### config.mk
export PLATFORM = sky130hd
export DESIGN_NAME = tdm_demux_4ch
export DESIGN_NICKNAME = d
export VERILOG_FILES = /design/src/rtl/tdm_pkg.sv /design/src/rtl/tdm_slot_counter.sv /design/src/rtl/tdm_demux_4ch.sv
export SDC_FILE = /design/constraint.sdc
export NUM_CORES = 1
export LEC_CHECK = 0
export BUFFER_PORTS_ARGS = -buffer_cell sky130_fd_sc_hd__buf_2
export CAP_MARGIN = 20
export CORE_UTILIZATION = 45
export CTS_CLUSTER_SIZE = 8
export DETAILED_ROUTE_END_ITERATION = 8
export PLACE_DENSITY = 0.7
export SLEW_MARGIN = 20
export SYNTH_ARGS = -nofsm -noshare
export SYNTH_HDL_FRONTEND = slang
export SYNTH_SLANG_ARGS = --single-unit
### constraint.sdc
create_clock -name clock -period 2.11 [get_ports clock]
set_input_delay 0.211 -clock clock [delete_from_list [all_inputs] [get_ports clock]]
set_output_delay 0.211 -clock clock [all_outputs]
set_load 0.03 [all_outputs]
### src/rtl/tdm_pkg.sv
// Shared constants and types for the four-channel TDM receive path.
package tdm_pkg;

  localparam int NCH = 4;

  typedef enum logic {
    HUNT   = 1'b0,
    LOCKED = 1'b1
  } state_e;

  // Width of a counter spanning one whole frame of NCH*w bits.
  function automatic int cnt_width(input int w);
    return $clog2(NCH * w);
  endfunction

endpackage

### src/rtl/tdm_slot_counter.sv
// Frame position tracker: bit-in-slot and slot counters with wrap,
// resync-to-frame-start and terminal-count flags.
module tdm_slot_counter
  import tdm_pkg::*;
#(
  parameter int W = 4
) (
  input  logic                       clock,
  input  logic                       reset_b,
  input  logic                       adv,
  input  logic                       resync,
  input  logic                       clr,
  output logic [$clog2(NCH)-1:0]     slot_idx,
  output logic                       at_zero,
  output logic                       slot_tc,
  output logic                       frame_tc
);

  localparam int SLOT_W = $clog2(NCH);
  localparam int BIS_W  = cnt_width(W) - SLOT_W;

  logic [BIS_W-1:0]  bis_q, bis_d;
  logic [SLOT_W-1:0] slot_q, slot_d;

  assign slot_tc  = (bis_q == BIS_W'(W - 1));
  assign frame_tc = slot_tc && (slot_q == SLOT_W'(NCH - 1));
  assign at_zero  = (bis_q == '0) && (slot_q == '0);
  assign slot_idx = slot_q;

  // resync means the bit being sampled now is b=0, so the next bit is b=1.
  always_comb begin
    // NOTE: every always_comb output gets a default first so no path can infer a latch.
    bis_d  = bis_q;
    slot_d = slot_q;
    if (clr) begin
      bis_d  = '0;
      slot_d = '0;
    end else if (resync) begin
      bis_d  = BIS_W'(1);
      slot_d = '0;
    end else if (adv) begin
      if (slot_tc) begin
        bis_d  = '0;
        slot_d = slot_q + SLOT_W'(1);
      end else begin
        bis_d  = bis_q + BIS_W'(1);
      end
    end
  end

  // NOTE: sequential state uses non-blocking assignment so all flops update together.
  always_ff @(posedge clock or negedge reset_b) begin
    if (!reset_b) begin
      bis_q  <= '0;
      slot_q <= '0;
    end else begin
      bis_q  <= bis_d;
      slot_q <= slot_d;
    end
  end

endmodule

### src/rtl/tdm_demux_4ch.sv
// Four-channel TDM demultiplexer: sync hunting/flywheel FSM, sample
// assembly, staging and simultaneous parallel output update.
module tdm_demux_4ch
  import tdm_pkg::*;
#(
  parameter int W        = 4,
  parameter int MISS_MAX = 2
) (
  input  logic         clock,
  input  logic         reset_b,
  input  logic         bit_en,
  input  logic         din,
  input  logic         sync,
  output logic [W-1:0] ch0,
  output logic [W-1:0] ch1,
  output logic [W-1:0] ch2,
  output logic [W-1:0] ch3,
  output logic         frame_valid,
  output logic         locked,
  output logic         sync_err
);

  localparam logic [3:0] MISS_LIM = 4'(MISS_MAX);

  state_e                   state_q, state_d;
  logic [2:0]               miss_q, miss_d;
  logic [W-1:0]             shift_q, shift_d;
  logic [W-1:0]             stage_q [NCH-1];
  logic [W-1:0]             stage_d [NCH-1];
  logic [W-1:0]             ch_q [NCH];
  logic [W-1:0]             ch_d [NCH];
  logic                     fv_q, fv_d;
  logic                     err_q, err_d;

  logic                     cnt_adv, cnt_resync, cnt_clr;
  logic [$clog2(NCH)-1:0]   slot_idx;
  logic                     at_zero, slot_tc, frame_tc;
  logic [W-1:0]             sample;

  tdm_slot_counter #(.W(W)) u_cnt (
    .clock    (clock),
    .reset_b  (reset_b),
    .adv      (cnt_adv),
    .resync   (cnt_resync),
    .clr      (cnt_clr),
    .slot_idx (slot_idx),
    .at_zero  (at_zero),
    .slot_tc  (slot_tc),
    .frame_tc (frame_tc)
  );

  assign sample = {shift_q[W-2:0], din};

  always_comb begin
    state_d    = state_q;
    miss_d     = miss_q;
    shift_d    = shift_q;
    stage_d    = stage_q;
    ch_d       = ch_q;
    fv_d       = 1'b0;
    err_d      = 1'b0;
    cnt_adv    = 1'b0;
    cnt_resync = 1'b0;
    cnt_clr    = 1'b0;
    if (bit_en) begin
      unique case (state_q)
        HUNT: begin
          if (sync) begin
            state_d    = LOCKED;
            miss_d     = '0;
            shift_d    = sample;
            cnt_resync = 1'b1;
          end
        end
        LOCKED: begin
          if (sync && !at_zero) begin
            // Misplaced sync: drop the partial frame and realign on this bit.
            err_d      = 1'b1;
            miss_d     = '0;
            shift_d    = sample;
            cnt_resync = 1'b1;
          end else if (!sync && at_zero && (({1'b0, miss_q} + 4'd1) >= MISS_LIM)) begin
            err_d   = 1'b1;
            miss_d  = '0;
            state_d = HUNT;
            cnt_clr = 1'b1;
          end else begin
            if (at_zero) begin
              miss_d = sync ? 3'd0 : miss_q + 3'd1;
              err_d  = !sync;
            end
            shift_d = sample;
            cnt_adv = 1'b1;
            for (int i = 0; i < NCH - 1; i++) begin
              if (slot_tc && (slot_idx == 2'(i))) stage_d[i] = sample;
            end
            if (frame_tc) begin
              for (int i = 0; i < NCH - 1; i++) ch_d[i] = stage_q[i];
              ch_d[NCH-1] = sample;
              fv_d        = 1'b1;
            end
          end
        end
        default: state_d = HUNT;
      endcase
    end
  end

  always_ff @(posedge clock or negedge reset_b) begin
    if (!reset_b) begin
      state_q <= HUNT;
      miss_q  <= '0;
      fv_q    <= 1'b0;
      err_q   <= 1'b0;
      for (int i = 0; i < NCH; i++) ch_q[i] <= '0;
    end else begin
      state_q <= state_d;
      miss_q  <= miss_d;
      fv_q    <= fv_d;
      err_q   <= err_d;
      ch_q    <= ch_d;
    end
  end

  // NOTE: shift and staging need no reset: every bit is overwritten after a
  // sync before any of it can reach ch0..ch3.
  always_ff @(posedge clock) begin
    shift_q <= shift_d;
    stage_q <= stage_d;
  end

  assign ch0         = ch_q[0];
  assign ch1         = ch_q[1];
  assign ch2         = ch_q[2];
  assign ch3         = ch_q[3];
  assign frame_valid = fv_q;
  assign sync_err    = err_q;
  assign locked      = (state_q == LOCKED);

endmodule

==> results of run 1 <==
sequential cells by signal (all words and copies together), names as in the netlist, 3 cells and up:
signal / cells
ch0: 4
ch1: 4
ch2: 4
ch3: 4
miss_q: 3
shift_q: 3
stage_q: 12
worst max-delay path: stages, from the launching register on:
cell and delay [ns]:
dfrtp_1 0.40, inv_1 0.11, ha_4 0.15, nand2_2 0.07, inv_2 0.07, ha_4 0.15
o21ai_0 0.09, a31o_2 0.29, buf_4 0.16, buf_4 0.13, buf_4 0.13, nand4_1 0.08
o311ai_1 0.11
cells by family (layout without fill, tap and decap cells):
group / after synthesis / in the layout / synth area share (%)
flops: 41 / 41 / 61.5
simple gates: 28 / 28 / 8.25
compound gates: 19 / 19 / 7.13
mux: 17 / 17 / 12.5
buf+inv: 13 / 60 / 3.57
fa+ha+maj: 10 / 10 / 6.99
final timing paths:
kind                                                from                             to  depth (start not counted)
min                                                  din           stage_q[8]$_DFFE_PP_                          1
min reg2reg                         stage_q[6]$_DFFE_PP_             ch1[2]$_DFFE_PN0P_                          1
min in group asynchronous                        reset_b             ch3[0]$_DFFE_PN0P_                          2
max                        u_cnt.slot_idx[1]$_DFFE_PN0P_  u_cnt.slot_idx[0]$_DFFE_PN0P_                         12
max reg2reg                u_cnt.slot_idx[1]$_DFFE_PN0P_  u_cnt.slot_idx[0]$_DFFE_PN0P_                         12
max in group asynchronous                        reset_b             ch1[1]$_DFFE_PN0P_                          2
power groups by stage:
stage	Combinational, mW	Sequential (mW)	Clock, mW
floorplan	0.453	1.17	0
global placement	0.786	1.07	0
detailed placement	0.810	1.09	0
CTS	0.853	1.07	0.771
global route	1.05	1.09	0.801
finish	0.962	1.07	0.762
metrics by stage:
step / instance area, sq um / std cells / setup slack, ns / utilization, %
after CTS: 2240 / 220 / 0.0196 / 59.7
final: 2290 / 223 / 0.0644 / 61.3
after global placement: 2030 / 207 / 0.00520 / 54.1
after floorplan: 1800 / 128 / -0.0286 / -
after global routing: 2290 / 223 / -0.0220 / 61.3
after detailed placement: 2030 / 207 / -0.0769 / 54.1
cell usage in the layout, fill, tap and decap left out, types with 2 or more instances in the layout:
cell and instances:
a21oi_1 2, a21oi_4 2, a31o_2 2, a31oi_1 5, buf_2 23, buf_4 16, bufinv_16 2, clkbuf_8 5
dfrtp_1 26, edfxtp_1 15, ha_1 8, ha_4 2, inv_1 9, inv_2 2, mux2_2 7, mux2_4 9
nand2_1 10, nand4_1 3, nor2_1 4, nor3_1 2, o21ai_0 4
cell type report:
| cell class | instances | share of cell area [%] |
|---|---|---|
| clock buffer | 5 | 3.00 |
| tap | 48 | 2.62 |
| timing repair buffer | 41 | 11.6 |
| multi-input combinational | 74 | 30.0 |
| sequential | 41 | 48.0 |
| inverter | 11 | 1.80 |
| clock inverter | 3 | 3.00 |
routing by layer:
layer | vias to the layer above | wire (um) | part of all wire (%) | GRT usage [%]
li1 | 544 | - | - | -
met2 | 36 | 1650 | 49 | 28.9
met1 | 551 | 1490 | 44 | 21.0
met4 | 0 | 72 | 2.1 | 7.34
met3 | 9 | 177 | 5.2 | 4.93
met5 | - | 0 | 0 | 0
synthesized netlist by cell type, types with 2 or more instances:
master,number
dfrtp_1,26
inv_1,11
mux2_4,9
a31oi_1,5
nor3_1,3
nand2b_1,2
nor2_1,4
a31o_2,2
ha_1,10
nand2_1,12
o21ai_0,4
buf_6,2
nand4_1,3
mux2_2,7
a21oi_1,3
edfxtp_1,15
what timing repair did:
item                                    in CTS  in global routing
gates cloned                                 0                  0
endpoints found under the hold margin       26                  0
setup buffers                                4                  3
hold buffers                                 1                  0
pin swaps                                    0                  2
endpoints found under the setup margin      23                 34
resized for setup                            3                  9
==> run summary, run 1 <==
global-route wire length before repair - 5310 um
max_slew headroom - 52.9%
root buf cell - clkbuf_8
EDFF count, synth - 15
P per Cell Area - 1220 nW/um^2
critical path startpoint category - flip-flop
GRT Total Usage - 17.4%
Filler cells - 295
R2R Setup Slk - 0.06 ns
Starting Density - 47.8%
Hold Crit Class - in2reg
crit path capture type - flip-flop
Fmax achieved - 0.489 GHz
GPL Wtd Cong - 0.829
asr flop ratio synth - 63.4%
Max-Cap Viols - 0
register share of total power - 38.3%
Cell variety after synth - 26
port bufs - 23
clk buf depth - 2
io pins - 24
status - finished, final reports clean
global route total overflow - 0
Clock transition at path regs - 0.08 ns
post-synthesis net count - 143
share of layout cells above drive strength 1 - 44.0%
post-synthesis sequential area ratio - 61.5%
CTS tree - done
maximum vdd drop - 0.536 mV
Die ar. - 4230 sq um
Pint - 1.85 mW
drt wl/cell - 15.2 um
multi-input logic area - 689 sq um
Worst EP arrival - 2.21 ns
worst slew pin tran - 0.702 ns
Setup Skew - 0.00775 ns
combinational share of power - 34.4%
detailed placement HPWL - 2320 um
Site Rows - 22
fin. max-slew vios - 0
vias in the first global route - 1145
DRC errors left - 0
commonest register cell after synthesis - dfrtp_1
Clock Sinks - 41
Static Leak - 1.13 nW
via count - 1140
sw power - 0.948 mW
Synth Cell Area - 1790 sq um
total power draw - 2.79 mW
Clock H-tree levels - 2
setup TNS - 0 ns
sequential standard cell area - 1100 sq um
Clock Power Share - 27.3%
Final Cycle Share - 96.9%
Ys Warns - 0
critical path type - reg2reg
nets@finish - 189
die span in x - 65.1 um
DR iter-0 viols - 90
top cells by area, synth - dfrtp_1, edfxtp_1, mux2_4, ha_1, mux2_2
Vias/cell - 5.11
Worst Path Required - 2.28 ns
TritonRoute pass-1 iters - 4
Net Sw Frac - 33.9%
top cell type's share of synthesized area - 36.4%
CORE AREA - 3740 sq um
clk_lat worst skew - 0.30 ns
Post-Synthesis Cells - 128
Hold Vio Cnt, Final - 0
pin count of the biggest net entering global routing - 27
antenna cells - 0
WL final - 3390 um
Crit Path Max Fanout - 5
Final setup viols - 0
Post-Syn Area per Cell - 14.0 sq um
die span in y - 65.1 um
hold_ws - 0.160 ns
P&R area growth vs syn - 28.3%
Post-DRT Antenna Nets - 0
cell taking the most area after synthesis - dfrtp_1
antenna violations before repair - 0
CTS buffer count - 5
Tmin final - 2.05 ns
Seq cells post-synth - 41
Power figures use the tool's default switching activity.
==> inputs of run 2 (changes only) <==
--- a/config.mk
+++ b/config.mk
@@ -10,7 +10,9 @@
 export CORE_UTILIZATION = 45
 export CTS_CLUSTER_SIZE = 8
 export DETAILED_ROUTE_END_ITERATION = 8
-export PLACE_DENSITY = 0.7
+export PLACE_DENSITY = 0.68
+export SETUP_SLACK_MARGIN = 0.3
+export SKIP_CTS_REPAIR_TIMING = 1
 export SLEW_MARGIN = 20
 export SYNTH_ARGS = -nofsm -noshare
 export SYNTH_HDL_FRONTEND = slang
==> constraint.sdc (replaced) <==
create_clock -name clock -period 2.5 [get_ports clock]
set_input_delay 0.25 -clock clock [delete_from_list [all_inputs] [get_ports clock]]
set_output_delay 0.25 -clock clock [all_outputs]
set_load 0.03 [all_outputs]
==> run summary, run 2 (synthesis gave the netlist of run 1 again) <==
Vias/cell - 5.01 (was 5.11)
highest-delay cell along the critical path - dfrtp_1 (unchanged)
Crit Path Max Fanout - 8 (was 5)
global route total overflow - 0 (unchanged)
RSZ-0062 raised after global routing - false
Clock H-tree levels - 2 (unchanged)
GRT Total Usage - 15.0% (was 17.4%)
die span in x - 65.1 um (unchanged)
Finished Layout Cells - 218 (was 223)
Pint - 1.33 mW (was 1.85 mW)
Tmin final - 2.15 ns (was 2.05 ns)
Worst Path Required - 2.67 ns (was 2.28 ns)
critical path type - reg2reg (unchanged)
hold_ws - -0.0463 ns (was 0.160 ns)
Hold Crit Class - in2async (was in2reg)
layer with the highest usage - met2 (unchanged)
Clock Power Share - 19.7% (was 27.3%)
setup TNS - 0 ns (unchanged)
total power draw - 2.10 mW (was 2.79 mW)
Static Leak - 1.09 nW (was 1.13 nW)
met1 global-route usage - 18.3% (was 21.0%)
Starting Density - 47.8% (unchanged)
die span in y - 65.1 um (unchanged)
clk_lat worst skew - 0.29 ns (was 0.30 ns)
CORE AREA - 3740 sq um (unchanged)
Fmax achieved - 0.466 GHz (was 0.489 GHz)
register share of total power - 42.9% (was 38.3%)
worst slew pin tran - 0.661 ns (was 0.702 ns)
combinational share of power - 37.4% (was 34.4%)
pre-CTS WS - 0.0977 ns (was -0.0769 ns)
P per Cell Area - 948 nW/um^2 (was 1220 nW/um^2)
Final Cycle Share - 85.9% (was 96.9%)
Max-Cap Viols - 0 (unchanged)
antenna cells - 0 (unchanged)
Critical Path Max Stage Delay - 0.39 ns (was 0.40 ns)
crit-path cells - inv_1, ha_4, nand2_4, ha_2, nand2b_4, a21oi_4, nand4_4, clkbuf_16, mux2_4 (was inv_1, ha_4, nand2_2, inv_2, ha_4, o21ai_0, a31o_2, buf_4, buf_4, buf_4, nand4_1, o311ai_1)
CP top delay family - flip-flops (was buffers and inverters)
Largest register FFs - 12 (unchanged)
Hold Vio Cnt, Final - 26 (was 0)
status - complete, but fails checks (was finished, final reports clean)
port bufs - 23 (unchanged)
DR iter-0 viols - 36 (was 90)
nets@finish - 184 (was 189)
clk buf depth - 2 (unchanged)
P&R area growth vs syn - 23.8% (was 28.3%)
violated checks - negative hold slack
Setup Skew - 0.00718 ns (was 0.00775 ns)
via count - 1093 (was 1140)
Net Sw Frac - 36.5% (was 33.9%)
Final setup viols - 0 (unchanged)
CTS tree - done (unchanged)
Clock transition at path regs - 0.08 ns (about the same)
vias in the first global route - 954 (was 1145)
Buf/Inv on CP - 2 (was 5)
detailed placement HPWL - 2060 um (was 2320 um)
most common cell after layout, fill and taps aside - dfrtp_1 (unchanged)
commonest non-fill, non-tap cells in the layout - dfrtp_1, buf_2, edfxtp_1 (was dfrtp_1, buf_2, buf_4)
CTS buffer count - 5 (unchanged)
root buf cell - clkbuf_8 (unchanged)
critical path startpoint category - flip-flop (unchanged)
Site Rows - 22 (unchanged)
sw power - 0.766 mW (was 0.948 mW)
GRT met3 Usage - 5.81% (was 4.93%)
WL final - 3170 um (was 3390 um)
drt wl/cell - 14.5 um (was 15.2 um)
GPL Wtd Cong - 0.837 (was 0.829)
Filler cells - 299 (was 295)
Inst Count DP - 200 (was 207)
DRC errors left - 0 (unchanged)
grt met2 use - 24.3% (was 28.9%)
Die ar. - 4230 sq um (unchanged)
Biggest register - stage_q (unchanged)
maximum vdd drop - 0.581 mV (was 0.536 mV)
Worst EP arrival - 2.32 ns (was 2.21 ns)
max_slew headroom - 55.6% (was 52.9%)
fin. max-slew vios - 0 (unchanged)
io pins - 24 (unchanged)
post-route setup slack - 0.353 ns (was 0.0644 ns)
share of layout cells above drive strength 1 - 43.5% (was 44.0%)
Post-DRT Antenna Nets - 0 (unchanged)
global-route wire length before repair - 4640 um (was 5310 um)
crit path capture type - flip-flop (unchanged)
TritonRoute pass-1 iters - 4 (unchanged)
antenna violations before repair - 0 (unchanged)
Clock Sinks - 41 (unchanged)
pin count of the biggest net entering global routing - 27 (unchanged)
==> run 2: changes by cell type in the layout (fill, tap and decap cells not counted), sizes merged <==
cell / change
buf: -5
bufinv: -2
clkbuf: +1
clkinv: +2
clkinvlp: +1
dlygate4sd3: -1
inv: -1
==> run 2: layout make-up <==
class / count / area (sq um) / area share, %
inverter: 11 / 41.3 / 1.86
clock buffer: 5 / 68.8 / 3.11
sequential: 41 / 1100 / 49.7
multi-input combinational: 74 / 683 / 30.8
tap: 48 / 60.1 / 2.71
clock inverter: 3 / 17.5 / 0.791
timing repair buffer: 36 / 243 / 11.0
==> run 2: per-layer routing <==
metal  part of all wire, %  vias up
li1                      -      540
met1                    45      526
met2                    51       25
met3                   3.5        2
met4                  0.41        0
met5                     0        -
==> run 2: metrics by stage <==
step / hold slack (ns) / cell area [sq um] / utilization [%]
2_1_floorplan: -0.0456 / 1790 / -
3_3_place_gp: 0.273 / 1960 / 52.5
3_5_place_dp: 0.293 / 1960 / 52.5
4_1_cts: -0.0240 / 2050 / 54.8
5_1_grt: -0.00134 / 2210 / 59.2
6_report: -0.0463 / 2210 / 59.2
==> run 2: final timing paths <==
| path | end | slack [ns] | depth (start not counted) | startpoint |
|---|---|---|---|---|
| setup / recovery | ch3[3]$_DFFE_PN0P_ | 0.35 | 9 | u_cnt.slot_idx[1]$_DFFE_PN0P_ |
| min in group clock | stage_q[4]$_DFFE_PP_ | 0.21 | 1 | din |
| hold / removal | ch2[2]$_DFFE_PN0P_ | -0.05 | 1 | reset_b |
| setup reg to reg | ch3[3]$_DFFE_PN0P_ | 0.35 | 9 | u_cnt.slot_idx[1]$_DFFE_PN0P_ |
| max in group asynchronous | ch3[3]$_DFFE_PN0P_ | 2.16 | 1 | reset_b |
| hold reg to reg | ch0[3]$_DFFE_PN0P_ | 0.48 | 1 | stage_q[11]$_DFFE_PP_ |
==> run 2: power groups by stage <==
stage / Combinational (mW) / Clock, mW / Sequential, mW
finish: 0.785 / 0.414 / 0.901
global route: 0.852 / 0.456 / 0.915
detailed placement: 0.590 / 0 / 0.915
floorplan: 0.370 / 0 / 0.979
CTS: 0.594 / 0.427 / 0.902
global placement: 0.577 / 0 / 0.907
